`config.mk`:
```
export PLATFORM = sky130hd
export DESIGN_NAME = fe_req_ctl
export DESIGN_NICKNAME = d
export VERILOG_FILES = /design/src/rtl/fe_req_pkg.sv /design/src/rtl/sync_chain.sv /design/src/rtl/fe_req_ctl.sv
export SDC_FILE = /design/constraint.sdc
export NUM_CORES = 1
export LEC_CHECK = 0
export ABC_CLOCK_PERIOD_IN_PS = 7650
export CAP_MARGIN = 20
export CORE_ASPECT_RATIO = 1.4
export CORE_MARGIN = 1.5
export CORE_UTILIZATION = 25
export CTS_CLUSTER_SIZE = 8
export DETAILED_ROUTE_END_ITERATION = 7
export GPL_ROUTABILITY_DRIVEN = 0
export MAX_ROUTING_LAYER = met4
export SYNTH_ARGS = -nofsm -noshare
export SYNTH_HDL_FRONTEND = slang
export SYNTH_SLANG_ARGS = --single-unit
```
`constraint.sdc`:
```
create_clock -name clk -period 7.65 [get_ports clk]
set_input_delay 1.9125 -clock clk [delete_from_list [all_inputs] [get_ports clk]]
set_output_delay 1.9125 -clock clk [all_outputs]
set_load 0.01 [all_outputs]
```
`src/rtl/fe_req_pkg.sv`:
```
// ----------------------------------------------------------------------------
// fe_req_pkg
// Shared definitions for the front-end request controller: Avalon-MM register
// word offsets and the width of the edge counter.
// ----------------------------------------------------------------------------
package fe_req_pkg;

    // Register word offsets on the 2-bit slave address.
    typedef enum logic [1:0] {
        RegLevel   = 2'd0,
        RegPending = 2'd1,
        RegMask    = 2'd2,
        RegEdgecnt = 2'd3
    } reg_addr_e;

    localparam int unsigned EDGECNT_W = 16;

endpackage

```
`src/rtl/sync_chain.sv`:
```
// ----------------------------------------------------------------------------
// sync_chain
// Multi-flop synchronizer for one asynchronous level input.
// Ports:
//   clk    - system clock
//   reset  - asynchronous active-high reset, clears every stage
//   i_d    - asynchronous input level
//   o_q    - synchronized level (last stage of the chain)
// ----------------------------------------------------------------------------
module sync_chain #(
    parameter int SYNC_STAGES = 2
) (
    input  logic clk,
    input  logic reset,
    input  logic i_d,
    output logic o_q
);

    logic [SYNC_STAGES-1:0] r_stages;

    always_ff @(posedge clk or posedge reset) begin
        if (reset) begin
            r_stages <= '0;
        end else begin
            r_stages <= {r_stages[SYNC_STAGES-2:0], i_d};
        end
    end

    assign o_q = r_stages[SYNC_STAGES-1];

endmodule

```
`src/rtl/fe_req_ctl.sv`:
```
// ----------------------------------------------------------------------------
// fe_req_ctl
// Synchronizes N asynchronous device request lines, latches their rising
// edges into a W1C pending register, counts edge cycles and raises a masked
// level interrupt. Registers are reachable over an Avalon-MM slave with a
// fixed read latency of one cycle.
// Ports:
//   clk          - 50 MHz fabric clock
//   reset        - asynchronous active-high reset
//   req_in       - device request levels, asynchronous to clk
//   s_address    - slave word address (0 LEVEL, 1 PENDING, 2 MASK, 3 EDGECNT)
//   s_read       - read strobe
//   s_write      - write strobe
//   s_writedata  - write data
//   s_readdata   - registered read data, held until the next read
//   irq          - registered OR of PENDING & MASK
//   level        - synchronized request levels
// ----------------------------------------------------------------------------
module fe_req_ctl
    import fe_req_pkg::*;
#(
    parameter int N           = 32,
    parameter int SYNC_STAGES = 2
) (
    input  logic          clk,
    input  logic          reset,
    input  logic [N-1:0]  req_in,
    input  logic [1:0]    s_address,
    input  logic          s_read,
    input  logic          s_write,
    input  logic [31:0]   s_writedata,
    output logic [31:0]   s_readdata,
    output logic          irq,
    output logic [N-1:0]  level
);

    localparam logic [EDGECNT_W-1:0] EdgecntOne = 1;

    logic [N-1:0]           w_level;
    logic [N-1:0]           w_rise;
    logic [N-1:0]           w_w1c;
    logic                   w_wr_mask;
    logic                   w_wr_cnt;
    logic [31:0]            w_rdata;

    logic [N-1:0]           r_prev;
    logic [N-1:0]           r_pending;
    logic [N-1:0]           r_mask;
    logic [EDGECNT_W-1:0]   r_edgecnt;
    logic [31:0]            r_readdata;
    logic                   r_irq;

    for (genvar gi = 0; gi < N; gi++) begin : g_sync
        sync_chain #(
            .SYNC_STAGES (SYNC_STAGES)
        ) u_sync (
            .clk   (clk),
            .reset (reset),
            .i_d   (req_in[gi]),
            .o_q   (w_level[gi])
        );
    end

    assign w_rise    = w_level & ~r_prev;
    assign w_w1c     = (s_write && (s_address == RegPending)) ? s_writedata[N-1:0] : '0;
    assign w_wr_mask = s_write && (s_address == RegMask);
    assign w_wr_cnt  = s_write && (s_address == RegEdgecnt);

    // Read mux works on pre-update state so a read in the same cycle as a
    // write or an edge returns the old value.
    always_comb begin
        w_rdata = '0;
        unique case (reg_addr_e'(s_address))
            RegLevel:   w_rdata[N-1:0]         = w_level;
            RegPending: w_rdata[N-1:0]         = r_pending;
            RegMask:    w_rdata[N-1:0]         = r_mask;
            RegEdgecnt: w_rdata[EDGECNT_W-1:0] = r_edgecnt;
        endcase
    end

    always_ff @(posedge clk or posedge reset) begin
        if (reset) begin
            r_prev     <= '0;
            r_pending  <= '0;
            r_mask     <= '0;
            r_edgecnt  <= '0;
            r_readdata <= '0;
            r_irq      <= 1'b0;
        end else begin
            r_prev    <= w_level;
            // Clear first, then set: a new edge wins over a same-cycle W1C.
            r_pending <= (r_pending & ~w_w1c) | w_rise;
            if (w_wr_mask) begin
                r_mask <= s_writedata[N-1:0];
            end
            // Clear wins over a coincident increment; wraps naturally.
            if (w_wr_cnt) begin
                r_edgecnt <= '0;
            end else if (|w_rise) begin
                r_edgecnt <= r_edgecnt + EdgecntOne;
            end
            if (s_read) begin
                r_readdata <= w_rdata;
            end
            r_irq <= |(r_pending & r_mask);
        end
    end

    assign s_readdata = r_readdata;
    assign irq        = r_irq;
    assign level      = w_level;

endmodule
```
==> impl_results.md <==
* Die area at 34700 µm²
* End of the critical path: r_edgecnt[8]$_DFFE_PP0P_
* First-pass iteration count of the detailed router at 4
* Setup TNS at 0 ps
* H-Tree Depth at 1
* Setup crit start: s_address[0]
* Synthesis-to-finish area growth at 28.3%
* IO buf count at about 130
* Via density at around 4.5
* Lkg Pwr at 4.50 nW
* Largest family of logic cells by synthesized area: simple AND/OR/NAND/NOR gates
* Post-synth top flop: dfrtp_1
* Post-synth EDFFs at 0
* Worst-Margin Slew at just over 1000 ps
* Final Setup Violations at 0
* Core footprint at 33200 µm²
* Post-synthesis xor/xnor area fraction at 0%
* Multiplexer share of the synthesized area at 12.8%
* Most numerous cell in the Yosys netlist: dfrtp_1
* Crit Path Class: in -> reg
* Fin. Hold Viols at 0
* Clk Latency, worst-skew pair at 540 ps
* Post-route ant nets at 0
* Yosys cell types at 51
* Commonest cells post-synth: 209 x dfrtp_1, 103 x nand2_1, 49 x mux2_2, 38 x nor2_1, 33 x a21oi_1
* Crit-path max FO at 21
* Register bit total from synthesis at 209
* Final period utilization at 50.7%
* Status: complete, no violations
* Worst Skew at about 15 ps
* First-pass GRT wire length at 34.5 mm
* Die H at about 220 µm
* Initial Utilization at about 25%
* # resized after CTS at 0
* Unrepaired setup endpoints after global routing: false
* FF-to-FF setup slack at about 5300 ps
* # Post-CTS Setup Buffers at 0
* Top cells by area, synth: dfrtp_1 62%, mux2_2 6.6%, nand2_1 4.6%
* Fin. max-slew vios at 0
* Row cnt at 79
* Initial antenna violation count at 1
* Number of global-route vias before repair at 5720
* Largest net degree at the start of global routing at 105
* Max Fclk at 258 MHz
* Total GRT Usage at a little over an eighth
* Num CTS Buffers at 30
* Clock Sinks at 209
* Slew margin rel. at roughly a third
* Cell depth of the worst flop-to-flop path at 5
* Max-cap violations at 0
* Clock transition at path regs at 50 ps
* Compound-Gate Fraction of Synth Area at 7.25%
* Hold Crit Depth at 0
* 1st-iter DRT viols at around 260
* Syn nets at ~740
* Synth Instances at roughly 660
* Sequential area share after synthesis at slightly above 60%
* Worst path required time at about 8100 ps
* Asr flop ratio synth at 100%
* Mapped cell area at 8400 µm²
* DR vias at 5467
* Final wirelength at ~22 mm
* Ports at 135
* Cell Area, Placed at between 9000 and 10000 µm²
* Worst r2r src: g_sync[1].u_sync.r_stages[1]$_DFF_PP0_
* Syn. warnings at 0
* Nets at 847
* Fraction of layout cells with a size suffix above 1 at 16.1%
* VDD IR max at 172 µV
* Simple-gate area share of the yosys netlist at roughly an eighth
* TritonCTS clock tree: yes
* Post-synth top area cell: dfrtp_1
* Wire length per cell at 18.4 µm
* CTS Root Cell: clkbuf_16
* Minimum clock period at 3880 ps
* Hold Buf Count CTS at 0
* Final instance area at 10800 µm²
* Total grt overflow at 0
* Max Root-Sink Buffers at 3
* Synth top area share at 62.3%
* Critical path data arrival time at 4310 ps
* Final HPWL DP at 16.1 mm
* HP Class: reg -> reg
* DRC at 0
* P per Cell Area at 266 nW/µm²
* Crit end category: register
* Post-Synth Adder-Cell Area at 0.149%
* Die Wd at 158 µm
* Syn avg cell area at 12.7 µm²
* Crit Reg-Reg Endpoint: r_edgecnt[0]$_DFFE_PP0P_
* Startpoint Class: input port
cell type report:
cell class | instances | area (µm²)
Tap cell | 445 | 557
Multi-Input combinational cell | 389 | 2780
Timing Repair Buffer | 141 | 1380
Clock buffer | 33 | 803
Antenna cell | 1 | 2.50
Clock inverter | 1 | 5.00
Fill cell | 3394 | 22400
Inverter | 5 | 26.3
Sequential cell | 209 | 5230
layout by cell type, fill, tap and decap left out, types with 2 or more instances in the layout:
master / Yosys / routed
o21ai_1: 2 / 2
inv_1: 5 / 4
buf_2: 15 / 3
a221oi_1: 2 / 2
a22oi_1: 12 / 12
o31ai_1: 4 / 4
nor2_1: 38 / 38
o21ai_0: 5 / 5
mux2_2: 49 / 49
clkbuf_8: 0 / 2
mux2i_1: 16 / 16
dfrtp_1: 209 / 209
a41o_1: 4 / 4
clkdlybuf4s50_1: 0 / 131
clkbuf_16: 0 / 31
nor3b_1: 2 / 2
a21oi_1: 33 / 33
nand2b_2: 5 / 5
nand3_1: 9 / 9
buf_4: 32 / 7
nand2b_1: 28 / 28
mux4_2: 16 / 16
a22o_1: 5 / 5
nand4_1: 11 / 11
nor3_2: 3 / 3
a32o_1: 9 / 9
nand2_1: 103 / 103
nor3_1: 7 / 7
and3_1: 4 / 4
power by group:
part | switching, mW | internal (mW) | leakage (nW)
sequential | 0.0959 | 1.22 | 2.41
clock | 0.448 | 0.722 | 0.400
combinational | 0.169 | 0.211 | 1.69
total | 0.714 | 2.15 | 4.50
per-stage QoR:
| stage | worst slack, ps | utilization (%) | hold WS (ps) | instances | total power [mW] |
|---|---|---|---|---|---|
| floorplan | 28.3 | - | 331 | 664 | 1.52 |
| global placement | 3240 | 30.0 | 331 | 1189 | 1.72 |
| detailed placement | 3220 | 30.0 | 335 | 1189 | 1.72 |
| CTS | 3810 | 32.4 | 345 | 1223 | 2.92 |
| global route | 3560 | 32.5 | 348 | 1224 | 3.00 |
| finish | 3770 | 32.5 | 339 | 1224 | 2.87 |
critical path, cell delays in order:
cell,delay [ps]
buf_2,380
buf_4,390
nand3_1,580
nand2b_1,630
o32ai_1,160
a32o_1,240
metal layers:
metal	vias up	wire length, µm	global-route usage (%)
li1	2520	-	-
met5	-	0	-
met2	144	11800	23.2
met4	0	722	5.41
met3	48	1320	3.30
met1	2755	8630	15.3
worst min-delay path by stage:
stage / start / end / slack [ps]
after floorplan: g_sync[0].u_sync.r_stages[0]$_DFF_PP0_ / g_sync[0].u_sync.r_stages[1]$_DFF_PP0_ / 330
after global placement: g_sync[31].u_sync.r_stages[0]$_DFF_PP0_ / g_sync[31].u_sync.r_stages[1]$_DFF_PP0_ / 330
after detailed placement: g_sync[18].u_sync.r_stages[0]$_DFF_PP0_ / g_sync[18].u_sync.r_stages[1]$_DFF_PP0_ / 330
after CTS: g_sync[13].u_sync.r_stages[0]$_DFF_PP0_ / g_sync[13].u_sync.r_stages[1]$_DFF_PP0_ / 340
after global routing: g_sync[10].u_sync.r_stages[0]$_DFF_PP0_ / g_sync[10].u_sync.r_stages[1]$_DFF_PP0_ / 350
final: g_sync[13].u_sync.r_stages[0]$_DFF_PP0_ / g_sync[13].u_sync.r_stages[1]$_DFF_PP0_ / 340
kinds of logic (layout without fill, tap and decap cells):
kind of cell / count (synthesis) / in the layout
AOI/OAI and AO/OA: 86 / 86
adders and majority gates: 1 / 1
buffers and inverters: 66 / 180
DFF: 209 / 209
muxes: 81 / 81
other: 0 / 1
and+or+nand+nor: 221 / 221
state kept, by name, summed over array words and instances (netlist names):
register	flops
irq	1
s_readdata	32
g_sync.u_sync.r_stages	64
r_prev	32
r_pending	32
r_edgecnt	16
r_mask	32
(Power assumes the default switching activity.)
